**src/rtl/spi_slave_port.sv**
```systemverilog
`timescale 1ns/1ps
// -----------------------------------------------------------------------------
// spi_slave_port
//
// Mode-0 (CPOL=0, CPHA=0) SPI responder for the host MCU link. SCK, NCS and
// MOSI are oversampled in the clk domain. Received words are handed to the
// command decoder on rx_data/rx_valid. A single-entry reply buffer is shifted
// out on MISO, MSB first.
//
// Configuration macro: SPI_SLAVE_MISO_TRISTATE_EN
//   defined   : spi_slave_miso is inout. It is driven only while a frame is
//               active and is Z otherwise, so MISO can be shared.
//   undefined : spi_slave_miso is a plain output, held at 0 outside a frame.
//
// Parameters:
//   DATA_WIDTH  bits per SPI word (2 or more)
//   SYNC_STAGES synchronizer depth on SCK/NCS/MOSI (2 or more)
//
// Ports:
//   clk, reset          system clock, async active-high reset
//   spi_slave_sck/mosi/ncs  host SPI pins (asynchronous to clk)
//   spi_slave_miso      reply data to host
//   tx_data, tx_load    reply word and its write strobe
//   tx_ready            reply buffer empty
//   tx_underrun         pulse: a word started shifting with the buffer empty
//   rx_data, rx_valid   last complete received word and its update pulse
//   frame_active        synced NCS is low
//   frame_start/done    pulses on synced NCS falling/rising edge
// -----------------------------------------------------------------------------
module spi_slave_port #(
   parameter int DATA_WIDTH  = 8,
   parameter int SYNC_STAGES = 2
) (
   input  logic                  clk,
   input  logic                  reset,
   input  logic                  spi_slave_sck,
   input  logic                  spi_slave_mosi,
   input  logic                  spi_slave_ncs,
`ifdef SPI_SLAVE_MISO_TRISTATE_EN
   inout  wire                   spi_slave_miso,
`else
   output logic                  spi_slave_miso,
`endif
   input  logic [DATA_WIDTH-1:0] tx_data,
   input  logic                  tx_load,
   output logic                  tx_ready,
   output logic                  tx_underrun,
   output logic [DATA_WIDTH-1:0] rx_data,
   output logic                  rx_valid,
   output logic                  frame_active,
   output logic                  frame_start,
   output logic                  frame_done
);

   localparam int CW = (DATA_WIDTH > 1) ? $clog2(DATA_WIDTH) : 1;

   typedef enum logic {IDLE = 1'b0, ACTIVE = 1'b1} state_t;

   state_t                  state_q, state_d;
   logic [SYNC_STAGES-1:0]  sck_sync_q, sck_sync_d;
   logic [SYNC_STAGES-1:0]  ncs_sync_q, ncs_sync_d;
   logic [SYNC_STAGES-1:0]  mosi_sync_q, mosi_sync_d;
   logic                    sck_hist_q, sck_hist_d;
   logic                    ncs_hist_q, ncs_hist_d;
   logic [CW-1:0]           bit_cnt_q, bit_cnt_d;
   logic                    word_boundary_q, word_boundary_d;
   logic [DATA_WIDTH-1:0]   rx_shift_q, rx_shift_d;
   logic                    rx_pending_q, rx_pending_d;
   logic [DATA_WIDTH-1:0]   rx_data_q, rx_data_d;
   logic                    rx_valid_q, rx_valid_d;
   logic [DATA_WIDTH-1:0]   tx_shift_q, tx_shift_d;
   logic [DATA_WIDTH-1:0]   tx_buf_q, tx_buf_d;
   logic                    tx_ready_q, tx_ready_d;
   logic                    tx_underrun_q, tx_underrun_d;
   logic                    frame_active_q, frame_active_d;
   logic                    frame_start_q, frame_start_d;
   logic                    frame_done_q, frame_done_d;
   logic                    miso_q, miso_d;

   logic sck_s, ncs_s, mosi_s;
   logic sck_rise_s, sck_fall_s, ncs_rise_s, ncs_fall_s;
   logic load_evt_s, consume_s;

   assign sck_s  = sck_sync_q[SYNC_STAGES-1];
   assign ncs_s  = ncs_sync_q[SYNC_STAGES-1];
   assign mosi_s = mosi_sync_q[SYNC_STAGES-1];

   assign sck_rise_s = sck_s & ~sck_hist_q;
   assign sck_fall_s = ~sck_s & sck_hist_q;
   assign ncs_fall_s = ~ncs_s & ncs_hist_q;
   assign ncs_rise_s = ncs_s & ~ncs_hist_q;

   // Synchronizer and edge-history next state
   always_comb begin
      sck_sync_d  = {sck_sync_q[SYNC_STAGES-2:0], spi_slave_sck};
      ncs_sync_d  = {ncs_sync_q[SYNC_STAGES-2:0], spi_slave_ncs};
      mosi_sync_d = {mosi_sync_q[SYNC_STAGES-2:0], spi_slave_mosi};
      sck_hist_d  = sck_s;
      ncs_hist_d  = ncs_s;
   end

   // Frame FSM, shift registers and reply buffer next state
   always_comb begin
      state_d         = state_q;
      bit_cnt_d       = bit_cnt_q;
      word_boundary_d = word_boundary_q;
      rx_shift_d      = rx_shift_q;
      rx_pending_d    = 1'b0;
      rx_data_d       = rx_data_q;
      rx_valid_d      = 1'b0;
      tx_shift_d      = tx_shift_q;
      tx_buf_d        = tx_buf_q;
      tx_ready_d      = tx_ready_q;
      tx_underrun_d   = 1'b0;
      frame_start_d   = 1'b0;
      frame_done_d    = 1'b0;
      frame_active_d  = ~ncs_s;
      load_evt_s      = 1'b0;
      consume_s       = 1'b0;

      // The word completed on the previous cycle is published one cycle later.
      if (rx_pending_q) begin
         rx_data_d  = rx_shift_q;
         rx_valid_d = 1'b1;
      end else begin
         rx_valid_d = 1'b0;
      end

      case (state_q)
         IDLE: begin
            bit_cnt_d       = {CW{1'b0}};
            word_boundary_d = 1'b0;
            if (ncs_fall_s) begin
               state_d       = ACTIVE;
               frame_start_d = 1'b1;
               load_evt_s    = 1'b1;
            end else begin
               state_d = IDLE;
            end
         end
         ACTIVE: begin
            // NCS rising wins over any SCK edge seen in the same cycle.
            if (ncs_rise_s) begin
               state_d         = IDLE;
               frame_done_d    = 1'b1;
               bit_cnt_d       = {CW{1'b0}};
               word_boundary_d = 1'b0;
               rx_shift_d      = {DATA_WIDTH{1'b0}};
            end else begin
               if (sck_rise_s) begin
                  rx_shift_d = {rx_shift_q[DATA_WIDTH-2:0], mosi_s};
                  if (bit_cnt_q == CW'(DATA_WIDTH - 1)) begin
                     bit_cnt_d       = {CW{1'b0}};
                     word_boundary_d = 1'b1;
                     rx_pending_d    = 1'b1;
                  end else begin
                     bit_cnt_d = bit_cnt_q + CW'(1);
                  end
               end else begin
                  bit_cnt_d = bit_cnt_q;
               end
               if (sck_fall_s) begin
                  if (word_boundary_q) begin
                     load_evt_s      = 1'b1;
                     word_boundary_d = 1'b0;
                  end else begin
                     tx_shift_d = {tx_shift_q[DATA_WIDTH-2:0], 1'b0};
                  end
               end else begin
                  tx_shift_d = tx_shift_q;
               end
            end
         end
         default: begin
            state_d = IDLE;
         end
      endcase

      // Shift register load: take the buffered word, or zeros on underrun.
      if (load_evt_s) begin
         if (tx_ready_q) begin
            tx_shift_d    = {DATA_WIDTH{1'b0}};
            tx_underrun_d = 1'b1;
         end else begin
            tx_shift_d = tx_buf_q;
            consume_s  = 1'b1;
         end
      end else begin
         consume_s = 1'b0;
      end

      // A load arriving with a consume refills the slot the consume frees.
      if (tx_load && (tx_ready_q || consume_s)) begin
         tx_buf_d   = tx_data;
         tx_ready_d = 1'b0;
      end else if (consume_s) begin
         tx_ready_d = 1'b1;
      end else begin
         tx_ready_d = tx_ready_q;
      end
   end

   // MISO data follows the shift register MSB only while a frame is active
   always_comb begin
      if (state_q == ACTIVE) begin
         miso_d = tx_shift_q[DATA_WIDTH-1];
      end else begin
         miso_d = 1'b0;
      end
   end

   // State registers
   always_ff @(posedge clk or posedge reset) begin
      if (reset) begin
         state_q         <= IDLE;
         sck_sync_q      <= {SYNC_STAGES{1'b0}};
         ncs_sync_q      <= {SYNC_STAGES{1'b1}};
         mosi_sync_q     <= {SYNC_STAGES{1'b0}};
         sck_hist_q      <= 1'b0;
         ncs_hist_q      <= 1'b1;
         bit_cnt_q       <= {CW{1'b0}};
         word_boundary_q <= 1'b0;
         rx_shift_q      <= {DATA_WIDTH{1'b0}};
         rx_pending_q    <= 1'b0;
         rx_data_q       <= {DATA_WIDTH{1'b0}};
         rx_valid_q      <= 1'b0;
         tx_shift_q      <= {DATA_WIDTH{1'b0}};
         tx_buf_q        <= {DATA_WIDTH{1'b0}};
         tx_ready_q      <= 1'b1;
         tx_underrun_q   <= 1'b0;
         frame_active_q  <= 1'b0;
         frame_start_q   <= 1'b0;
         frame_done_q    <= 1'b0;
         miso_q          <= 1'b0;
      end else begin
         state_q         <= state_d;
         sck_sync_q      <= sck_sync_d;
         ncs_sync_q      <= ncs_sync_d;
         mosi_sync_q     <= mosi_sync_d;
         sck_hist_q      <= sck_hist_d;
         ncs_hist_q      <= ncs_hist_d;
         bit_cnt_q       <= bit_cnt_d;
         word_boundary_q <= word_boundary_d;
         rx_shift_q      <= rx_shift_d;
         rx_pending_q    <= rx_pending_d;
         rx_data_q       <= rx_data_d;
         rx_valid_q      <= rx_valid_d;
         tx_shift_q      <= tx_shift_d;
         tx_buf_q        <= tx_buf_d;
         tx_ready_q      <= tx_ready_d;
         tx_underrun_q   <= tx_underrun_d;
         frame_active_q  <= frame_active_d;
         frame_start_q   <= frame_start_d;
         frame_done_q    <= frame_done_d;
         miso_q          <= miso_d;
      end
   end

`ifdef SPI_SLAVE_MISO_TRISTATE_EN
   logic miso_oe_q, miso_oe_d;

   // Output enable tracks the frame state, registered alongside MISO data
   always_comb begin
      if (state_q == ACTIVE) begin
         miso_oe_d = 1'b1;
      end else begin
         miso_oe_d = 1'b0;
      end
   end

   // Output enable register
   always_ff @(posedge clk or posedge reset) begin
      if (reset) begin
         miso_oe_q <= 1'b0;
      end else begin
         miso_oe_q <= miso_oe_d;
      end
   end

   assign spi_slave_miso = miso_oe_q ? miso_q : 1'bz;
`else
   assign spi_slave_miso = miso_q;
`endif

   assign tx_ready     = tx_ready_q;
   assign tx_underrun  = tx_underrun_q;
   assign rx_data      = rx_data_q;
   assign rx_valid     = rx_valid_q;
   assign frame_active = frame_active_q;
   assign frame_start  = frame_start_q;
   assign frame_done   = frame_done_q;

endmodule

```
**config.mk**
```make
export PLATFORM = sky130hd
export DESIGN_NAME = spi_slave_port
export DESIGN_NICKNAME = d
export VERILOG_FILES = /design/src/rtl/spi_slave_port.sv
export SDC_FILE = /design/constraint.sdc
export NUM_CORES = 1
export LEC_CHECK = 0
export ABC_AREA = 1
export BUFFER_PORTS_ARGS = -buffer_cell sky130_fd_sc_hd__buf_4
export CORE_MARGIN = 2
export CORE_UTILIZATION = 50
export CTS_BUF_LIST = sky130_fd_sc_hd__clkbuf_8 sky130_fd_sc_hd__clkbuf_16
export CTS_CLUSTER_DIAMETER = 60
export DETAILED_ROUTE_END_ITERATION = 7
export PLACE_DENSITY = 0.71
export SYNTH_ARGS = -nofsm -noshare
export SYNTH_HDL_FRONTEND = slang
export SYNTH_SLANG_ARGS = --single-unit
```
**constraint.sdc**
```tcl
create_clock -name clk -period 1.4 [get_ports clk]
set_clock_uncertainty 0.05 [all_clocks]
set_input_delay 0.07 -clock clk [delete_from_list [all_inputs] [get_ports clk]]
set_output_delay 0.07 -clock clk [all_outputs]
set_load 0.05 [all_outputs]
```
== After elaboration in Yosys (flattened, before gate mapping) ==
Index checks and enable logic that the tools add are counted.
Word-level totals
  bits in registers: 53
  bits of input ports: 14
  output and inout bits: 15
  logic and storage cells: 82
Cells by class
  add/subtract/negate cells: 1
  equality and inequality tests: 4
  mux-type cells: 40
  bitwise logic cells: 9
  reductions and logical operators: 8
Operators with widths (count)
  2-to-1 mux 8 bit: 8
  2-to-1 mux 1 bit: 25
  2-to-1 mux 3 bit: 3
  nonzero test 2 bit: 4
  one-hot mux 1 bit (2 select lines): 3
  one-hot mux 3 bit (2 select lines): 1
  inverter 1 bit: 5
  AND 1 bit: 4
  != test 2 x 1 -> 1 bit (second input constant): 2
  AND reduction 4 bit: 1
  adder 3 x 1 -> 3 bit (second input constant): 1
  equality test 3 bit (second input constant): 1
  != test 3 x 1 -> 1 bit (second input constant): 1
  AND reduction 2 bit: 1
  logical AND 1 bit: 1
  logical OR 1 bit: 1

== Logic depth before layout (Yosys ltp) ==
Gate-level depths: netlist of the first run.
  depth after elaboration: 9
  depth in mapped cells: 10
  mapped depth without buffers: 9

== Worst setup path before layout of the first run ==
OpenSTA, ideal clock, no wires.
  kind: flip-flop to flip-flop
  from: register tx_ready_q, in the netlist tx_ready
  to: register tx_buf_q[0]
  library setup time: 0.116 ns
  arrival time: 1.265 ns
  required time: 1.234 ns
  slack: -0.031 ns
  cell stages (with the launch flop): 7
  path buffers: 1
  clock period less this slack: 1.431 ns
  cell sequence: dfstp_2 > buf_4 > inv_1 > nand2_2 > nand2_4 > nand2_1 > nand2_1
Between the ends
  longest elaborated chain between the ends: 4
RTL lines
  start, declared: RTL line 73  | logic tx_ready_q, tx_ready_d;
  start signal, assigned: RTL line 250  | tx_ready_q <= tx_ready_d;
  2-to-1 mux 1 bit: RTL line 181  | if (tx_ready_q) begin
  2-to-1 mux 1 bit: RTL line 180  | if (load_evt_s) begin
  logical OR 1 bit (*): RTL line 193  | if (tx_load && (tx_ready_q || consume_s)) begin
  logical AND 1 bit (*): RTL line 193
  end signal, assigned: RTL line 228  | tx_buf_q <= {DATA_WIDTH{1'b0}};
  end signal, assigned: RTL line 249  | tx_buf_q <= tx_buf_d;
  end, declared: RTL line 72  | logic [DATA_WIDTH-1:0] tx_buf_q, tx_buf_d;
Mark *: on every way between the ends. The rest lies on a longest branch, timed or not.
A chain may end at the register's enable or synchronous reset.

== Final worst setup path of the first run ==
  from: register ncs_hist_q
  to: register tx_buf_q[6]
Between the ends
  longest elaborated chain between the ends: 7
  elaborated cells between the ends (all ways): 9
  those cells by class: 4 x mux; 3 x bitwise; 2 x reduce/logical
RTL lines
  start, declared: RTL line 64  | logic ncs_hist_q, ncs_hist_d;
  start signal, assigned: RTL line 241  | ncs_hist_q <= ncs_hist_d;
  inverter 1 bit: RTL line 91  | assign ncs_rise_s = ncs_s & ~ncs_hist_q;
  AND 1 bit: RTL line 91
  2-to-1 mux 1 bit: RTL line 143  | if (ncs_rise_s) begin
  one-hot mux 1 bit (2 select lines) (*): RTL line 129  | case (state_q)
  2-to-1 mux 1 bit (*): RTL line 180
  logical OR 1 bit (*): RTL line 193
  logical AND 1 bit (*): RTL line 193
Marks and branches as above.

==> results of run 1 <==
final timing paths:
kind / slack [ns] / end / from
worst max register to register: 0.007 / tx_buf_q[6]$_DFFE_PP0P_ / ncs_hist_q$_DFF_PP1_
min in group asynchronous: 0.25 / tx_shift_q[0]$_DFFE_PP0P_ / reset
worst min-delay path: 0.05 / tx_buf_q[7]$_DFFE_PP0P_ / tx_load
worst max-delay path: 0.007 / tx_buf_q[6]$_DFFE_PP0P_ / ncs_hist_q$_DFF_PP1_
max in group asynchronous: 0.48 / ncs_sync_q[0]$_DFF_PP1_ / reset
worst min register to register: 0.31 / mosi_sync_q[1]$_DFF_PP0_ / mosi_sync_q[0]$_DFF_PP0_
state kept, by name, summed over array words and instances, names as in the netlist, 2 cells and up:
register,flops
tx_shift_q,8
rx_data,8
tx_buf_q,8
bit_cnt_q,3
mosi_sync_q,2
ncs_sync_q,2
rx_shift_q,8
sck_sync_q,2
report_power, final:
group	total [uW]	switching, uW	internal [uW]
Combinational	1030	620	414
Clock	837	448	389
Sequential	1940	153	1780
Total	3810	1220	2590
worst max-delay path, stage by stage (launching register included):
cell     delay, ns
dfstp_2       0.57
inv_2         0.05
nand2_4       0.07
nand2_4       0.07
nand2_8       0.11
nand2_8       0.08
nand2_8       0.09
nand2_8       0.07
nand2_1       0.07
nand2_1       0.05
cells by family (layout without fill, tap and decap cells):
logic type,after synthesis,in the layout,share of synthesized area (%)
flops,53,53,63.1
simple gates,110,112,22.9
fa+ha+maj,2,2,1.19
compound gates,22,22,6.29
buf+inv,31,91,6.52
per-stage QoR:
stage                     std cells  setup slack, ns
after CTS                       326          -0.0192
after floorplan                 218         -0.00823
after global routing            330          -0.0547
after detailed placement        303          -0.0594
after global placement          303           0.0239
final                           330          0.00703
repair_timing:
action,in CTS,in global routing
endpoints found under the hold margin,27,0
hold buffers,13,0
resized for setup,3,27
setup endpoints to repair,8,26
pin swaps,1,6
cloned,1,1
buffers inserted,1,3
metal layers:
metal | global-route usage, % | vias to the layer above
li1 | - | 811
met1 | 23.0 | 761
met2 | 30.2 | 30
met3 | 4.87 | 6
met4 | 7.35 | 0
met5 | 0 | -
synth_stat cells:
| cell type | n | area (um2) |
|---|---|---|
| clkbuf_8 | 1 | 13.8 |
| nand3_1 | 23 | 115 |
| buf_4 | 1 | 7.51 |
| nor3b_1 | 1 | 7.51 |
| a21oi_1 | 11 | 55.1 |
| clkbuf_1 | 2 | 7.51 |
| inv_2 | 1 | 3.75 |
| buf_6 | 1 | 11.3 |
| nor2_1 | 18 | 67.6 |
| a21oi_4 | 1 | 16.3 |
| nand2_2 | 3 | 18.8 |
| dfstp_2 | 4 | 105 |
| o22ai_1 | 7 | 43.8 |
| nor2_4 | 1 | 11.3 |
| nand2_4 | 3 | 33.8 |
| inv_1 | 25 | 93.8 |
| dfrtp_1 | 49 | 1230 |
| o31ai_1 | 1 | 7.51 |
| ha_1 | 2 | 25.0 |
| o21ai_0 | 2 | 10.0 |
| nand2_1 | 61 | 229 |
final cells by class:
| cell class | count | area (um2) | area share, % |
|---|---|---|---|
| multi-input combinational | 136 | 796 | 27.8 |
| clock inverter | 2 | 7.51 | 0.263 |
| timing repair buffer | 57 | 480 | 16.8 |
| sequential | 53 | 1330 | 46.6 |
| clock buffer | 6 | 82.6 | 2.89 |
| tap | 50 | 62.6 | 2.19 |
| inverter | 26 | 97.6 | 3.42 |
==> results.md, run 1 <==
* Final count of hold timing violations at 0
* N_diodes at 0
* First-pass GRT wire length at 6270 um
* Wire length per cell at 12.4 um
* Netlist cell types at 21
* H-tree levels at 2
* Via count at 1,608
* Core Region at 4030 um2
* Critical path data arrival time at 1.54 ns
* Largest net degree at the start of global routing at 39
* Crit path kind: register to register
* Post-route cell area at 2860 um2
* Synth warn at 0
* Clock Pin Slew Worst Setup and Hold Paths at 0.08 ns
* Final net count at 295
* Avg Cell Area, Syn at 9.68 um2
* Commonest non-fill, non-tap cells in the layout: nand2_1, dfrtp_1, buf_4
* First-iteration detailed-routing DRC count at 118
* Register area share after synthesis at 63.1%
* Final setup fails at 0
* Setup_tns at 0 ns
* GPL Wtd Cong at 0.798
* Die Area at 4750 um2
* Worst skew pair latency at 0.30 ns
* Total gr overflow at 0
* Area Growth Syn to Fin at 35.5%
* Uppermost routed layer: met4
* Port Buffers at 28
* Post-Synthesis Cell Area at 2110 um2
* Post-Syn Nets at 234
* Reg2Reg Depth at 9
* Max IR drop VDD at 0.867 mV
* Die height at 69.0 um
* Hold Path Class: primary input to register
* Req. time, crit path at 1.54 ns
* Outcome: completed
* Placed Instance Area at 2450 um2
* Clk root buf: clkbuf_8
* Slew @ Worst Pin at 0.494 ns
* Pins over their slew limit at 0
* # Max-Cap Violations at 0
* DRC at 0
* Period utilisation layout at 99.5%
* Hold slack at 0.0462 ns
* Avg Vias per Cell at 4.87
* DP HPWL at 2530 um
* Clk sinks at 53
* Num rows at 23
* Post-route ant nets at 0
* Layout Utilization at 70.9%
* Met2 wire len at 1930 um
* Clock Tree Buf Depth at 2
* Clock period minus worst slack at 1.39 ns
* Metal-1 WL at 1920 um
* CP Launch Type: register
* Final wirelength at 4090 um
* Leakage power at 0.00150 uW
* RSZ-0062 raised after global routing: yes
* Design Power at 3810 uW
* GRT Overall Usage at 18.3%
* Most common cell after layout, fill and taps aside: nand2_1
* Initial core utilization at 52.4%
* Die W at 69.0 um
* Critical path endpoint category: register
* Share of layout cells above drive strength 1 at 29.6%
* CTS tree: built
* Met3 Routed Length at 168 um
* Synth Instances at 218
* Number of cells on the worst hold path at 3
* Crit-path max FO at 8
* Yosys reg bits at 53
* Initial antenna violation count at 0
* Cts bufs inserted at 5
* Drt pass-1 iters at 4
* Slew margin rel. at 67.1%
* Vias in the first global route at 1,459
* Fillcell total at 290
* Max Clk Rate at 718 MHz
* Ports at 29
* PwrDens at 1330 nW/um2
No activity file was read; power rests on OpenSTA's default activity.
==> run 2: changes to the inputs <==
Settings changed: CORE_UTILIZATION 50 to 33, PLACE_DENSITY 0.71 to 0.5.
==> run 2 against run 1 <==
Effect of this change:
- wire length is 4.3% lower
- sequential share of layout area is 0.42 points lower
- clock power hardly changed
- cell area is 0.92% higher
- via count shrank 4.1%
- die area grew 48%
- largest power group unchanged
==> results.md, run 2 (same netlist as run 1, synthesis figures left out) <==
* Slew @ Worst Pin at 0.476 ns (-0.0183 ns)
* CP Launch Type: register
* Die Area at 7050 um2 (+48%)
* Layout Utilization at 45.9% (-25 points)
* Largest net degree at the start of global routing at 40 (+2.6%)
* Final wirelength at 3910 um (-4.3%)
* RSZ-0062 raised after global routing: yes
* DP HPWL at 2530 um (+0.12%)
* Post-route cell area at 2880 um2 (+0.92%)
* Num rows at 29 (+26%)
* GRT Overall Usage at 11.8% (-6.5 points)
* Area Growth Syn to Fin at 36.7%
* Vias in the first global route at 1,480 (+1.4%)
* Post-route ant nets at 0 (unchanged)
* Critical path data arrival time at 1.53 ns (about the same)
* Clk sinks at 53 (unchanged)
* Via count at 1,542 (-4.1%)
* First-pass GRT wire length at 6630 um (+5.7%)
* Reg2Reg Setup Slack at 0.02 ns (about the same)
* Max Clk Rate at 726 MHz (+1.1%)
* Setup_tns at 0 ns (unchanged)
* Cells after DPL at 332 (+9.6%)
* Period utilisation layout at 98.5% (-1.0 points)
* First-iteration detailed-routing DRC count at 42 (-64%)
* Core Region at 6280 um2 (+56%)
* CP top delay family: simple AND/OR/NAND/NOR gates
* Slew margin rel. at 68.3% (+1.2 points)
* Slowest CP cell: dfstp_2
* Total gr overflow at 0 (unchanged)
* Max IR drop VDD at 0.504 mV (-42%)
* Ports at 29 (unchanged)
* Post-route non-filler standard cell count at 357 (+8.2%)
* Critical path endpoint category: register
* Outcome: completed
* Crit path kind: register to register
* DRC at 0 (unchanged)
* Most common cell after layout, fill and taps aside: nand2_1
* Critical Path Max Stage Delay at 0.57 ns (about the same)
* Cts bufs inserted at 5 (unchanged)
* Placed Instance Area at 2500 um2 (+2.0%)
* # Max-Cap Violations at 0 (unchanged)
* Reg2Reg Depth at 9 (unchanged)
* Hold Path Class: primary input to async pin
* Initial core utilization at 33.6% (-19 points)
* Final setup fails at 0 (unchanged)
* Clock Pin Slew Worst Setup and Hold Paths at 0.09 ns (about the same)
* N_diodes at 0 (unchanged)
* PwrDens at 1320 nW/um2 (-0.83%)
* Req. time, crit path at 1.55 ns (about the same)
* R2r endpoint: tx_buf_q[4]$_DFFE_PP0P_
* Clock Tree Buf Depth at 2 (unchanged)
* Worst skew pair latency at 0.31 ns (about the same)
* Initial antenna violation count at 0 (unchanged)
* CP dominant cell by count: nand2_8
* Leakage power at 0.00148 uW (-1.4%)
* H-tree levels at 2 (unchanged)
* Die height at 84.0 um (+22%)
* Buf/Inv on CP at 1 (unchanged)
* GPL Wtd Cong at 0.704 (-12%)
* Clock period minus worst slack at 1.38 ns (-0.0146 ns)
* Share of layout cells above drive strength 1 at 31.1% (+1.4 points)
* Die W at 84.0 um (+22%)
* Clk root buf: clkbuf_8
* Port Buffers at 28 (unchanged)
* Crit-path max FO at 8 (unchanged)
* CP Cell Sequence: inv_2, nand2_2, nand2_4, nand2_8, nand2_8, nand2_8, nand2_8, nand2_1, nand2_1
* Wire length per cell at 11.0 um (-11%)
* Drt pass-1 iters at 4 (unchanged)
* CTS tree: built
* Avg Vias per Cell at 4.32 (-11%)
* RR Startpoint: ncs_hist_q$_DFF_PP1_
* Final count of hold timing violations at 0 (unchanged)
* Pins over their slew limit at 0 (unchanged)
* Commonest non-fill, non-tap cells in the layout: nand2_1, dfrtp_1, buf_4
* Final net count at 295 (unchanged)
[run 2: cell types whose count changed in the layout (fill, tap and decap cells not counted), sizes merged]
cell      change
clkinvlp      +2
clkbuf        -1
inv           -1
[run 2: what timing repair did]
action | 4_1_cts | 5_1_grt
gates cloned | 2 | 0
pin swaps | 3 | 8
hold endpoints to repair | 26 | 0
setup buffers | 1 | 1
hold buffers | 13 | 0
resized for setup | 11 | 21
endpoints found under the setup margin | 8 | 18
[run 2: worst max-delay path by stage]
stage	from	end	depth (start not counted)
final	ncs_hist_q$_DFF_PP1_	tx_buf_q[4]$_DFFE_PP0P_	9
after CTS	ncs_hist_q$_DFF_PP1_	tx_buf_q[2]$_DFFE_PP0P_	9
after global routing	ncs_hist_q$_DFF_PP1_	tx_buf_q[4]$_DFFE_PP0P_	9
after floorplan	ncs_hist_q$_DFF_PP1_	tx_shift_q[1]$_DFFE_PP0P_	10
after detailed placement	ncs_hist_q$_DFF_PP1_	tx_buf_q[5]$_DFFE_PP0P_	9
after global placement	ncs_hist_q$_DFF_PP1_	tx_buf_q[0]$_DFFE_PP0P_	9
[run 2: area by class of cell]
cell class | count | area, um2
clock buffer | 5 | 68.8
timing repair buffer | 57 | 480
fill | 614 | 3390
clock inverter | 3 | 18.8
multi-input combinational | 136 | 791
inverter | 26 | 97.6
sequential | 53 | 1330
tap | 77 | 96.3
[run 2: where the power goes]
group	switching [uW]	internal (uW)
Sequential	161	1780
Clock	492	346
Combinational	606	423
[run 2: metrics by stage]
stage          total power (uW)  setup slack [ns]  hold WS [ns]
3_3_place_gp               2770            0.0157        0.0254
5_1_grt                    4090           -0.0681         0.274
4_1_cts                    3750           0.00201         0.250
6_report                   3810            0.0216         0.242
3_5_place_dp               2780           -0.0213        0.0258
2_1_floorplan              2520          -0.00823        0.0245
[run 2: worst min-delay path: stages]
cell and delay [ns]:
dlygate4sd3_1 0.54, buf_4 0.13, inv_2 0.26
[run 2: metal layers]
metal	part of all wire, %	up-vias	track usage (%)
met5	0	-	0
met4	1.6	0	4.84
met3	4.0	5	3.56
met2	46	32	18.1
met1	49	698	15.6
li1	-	807	-
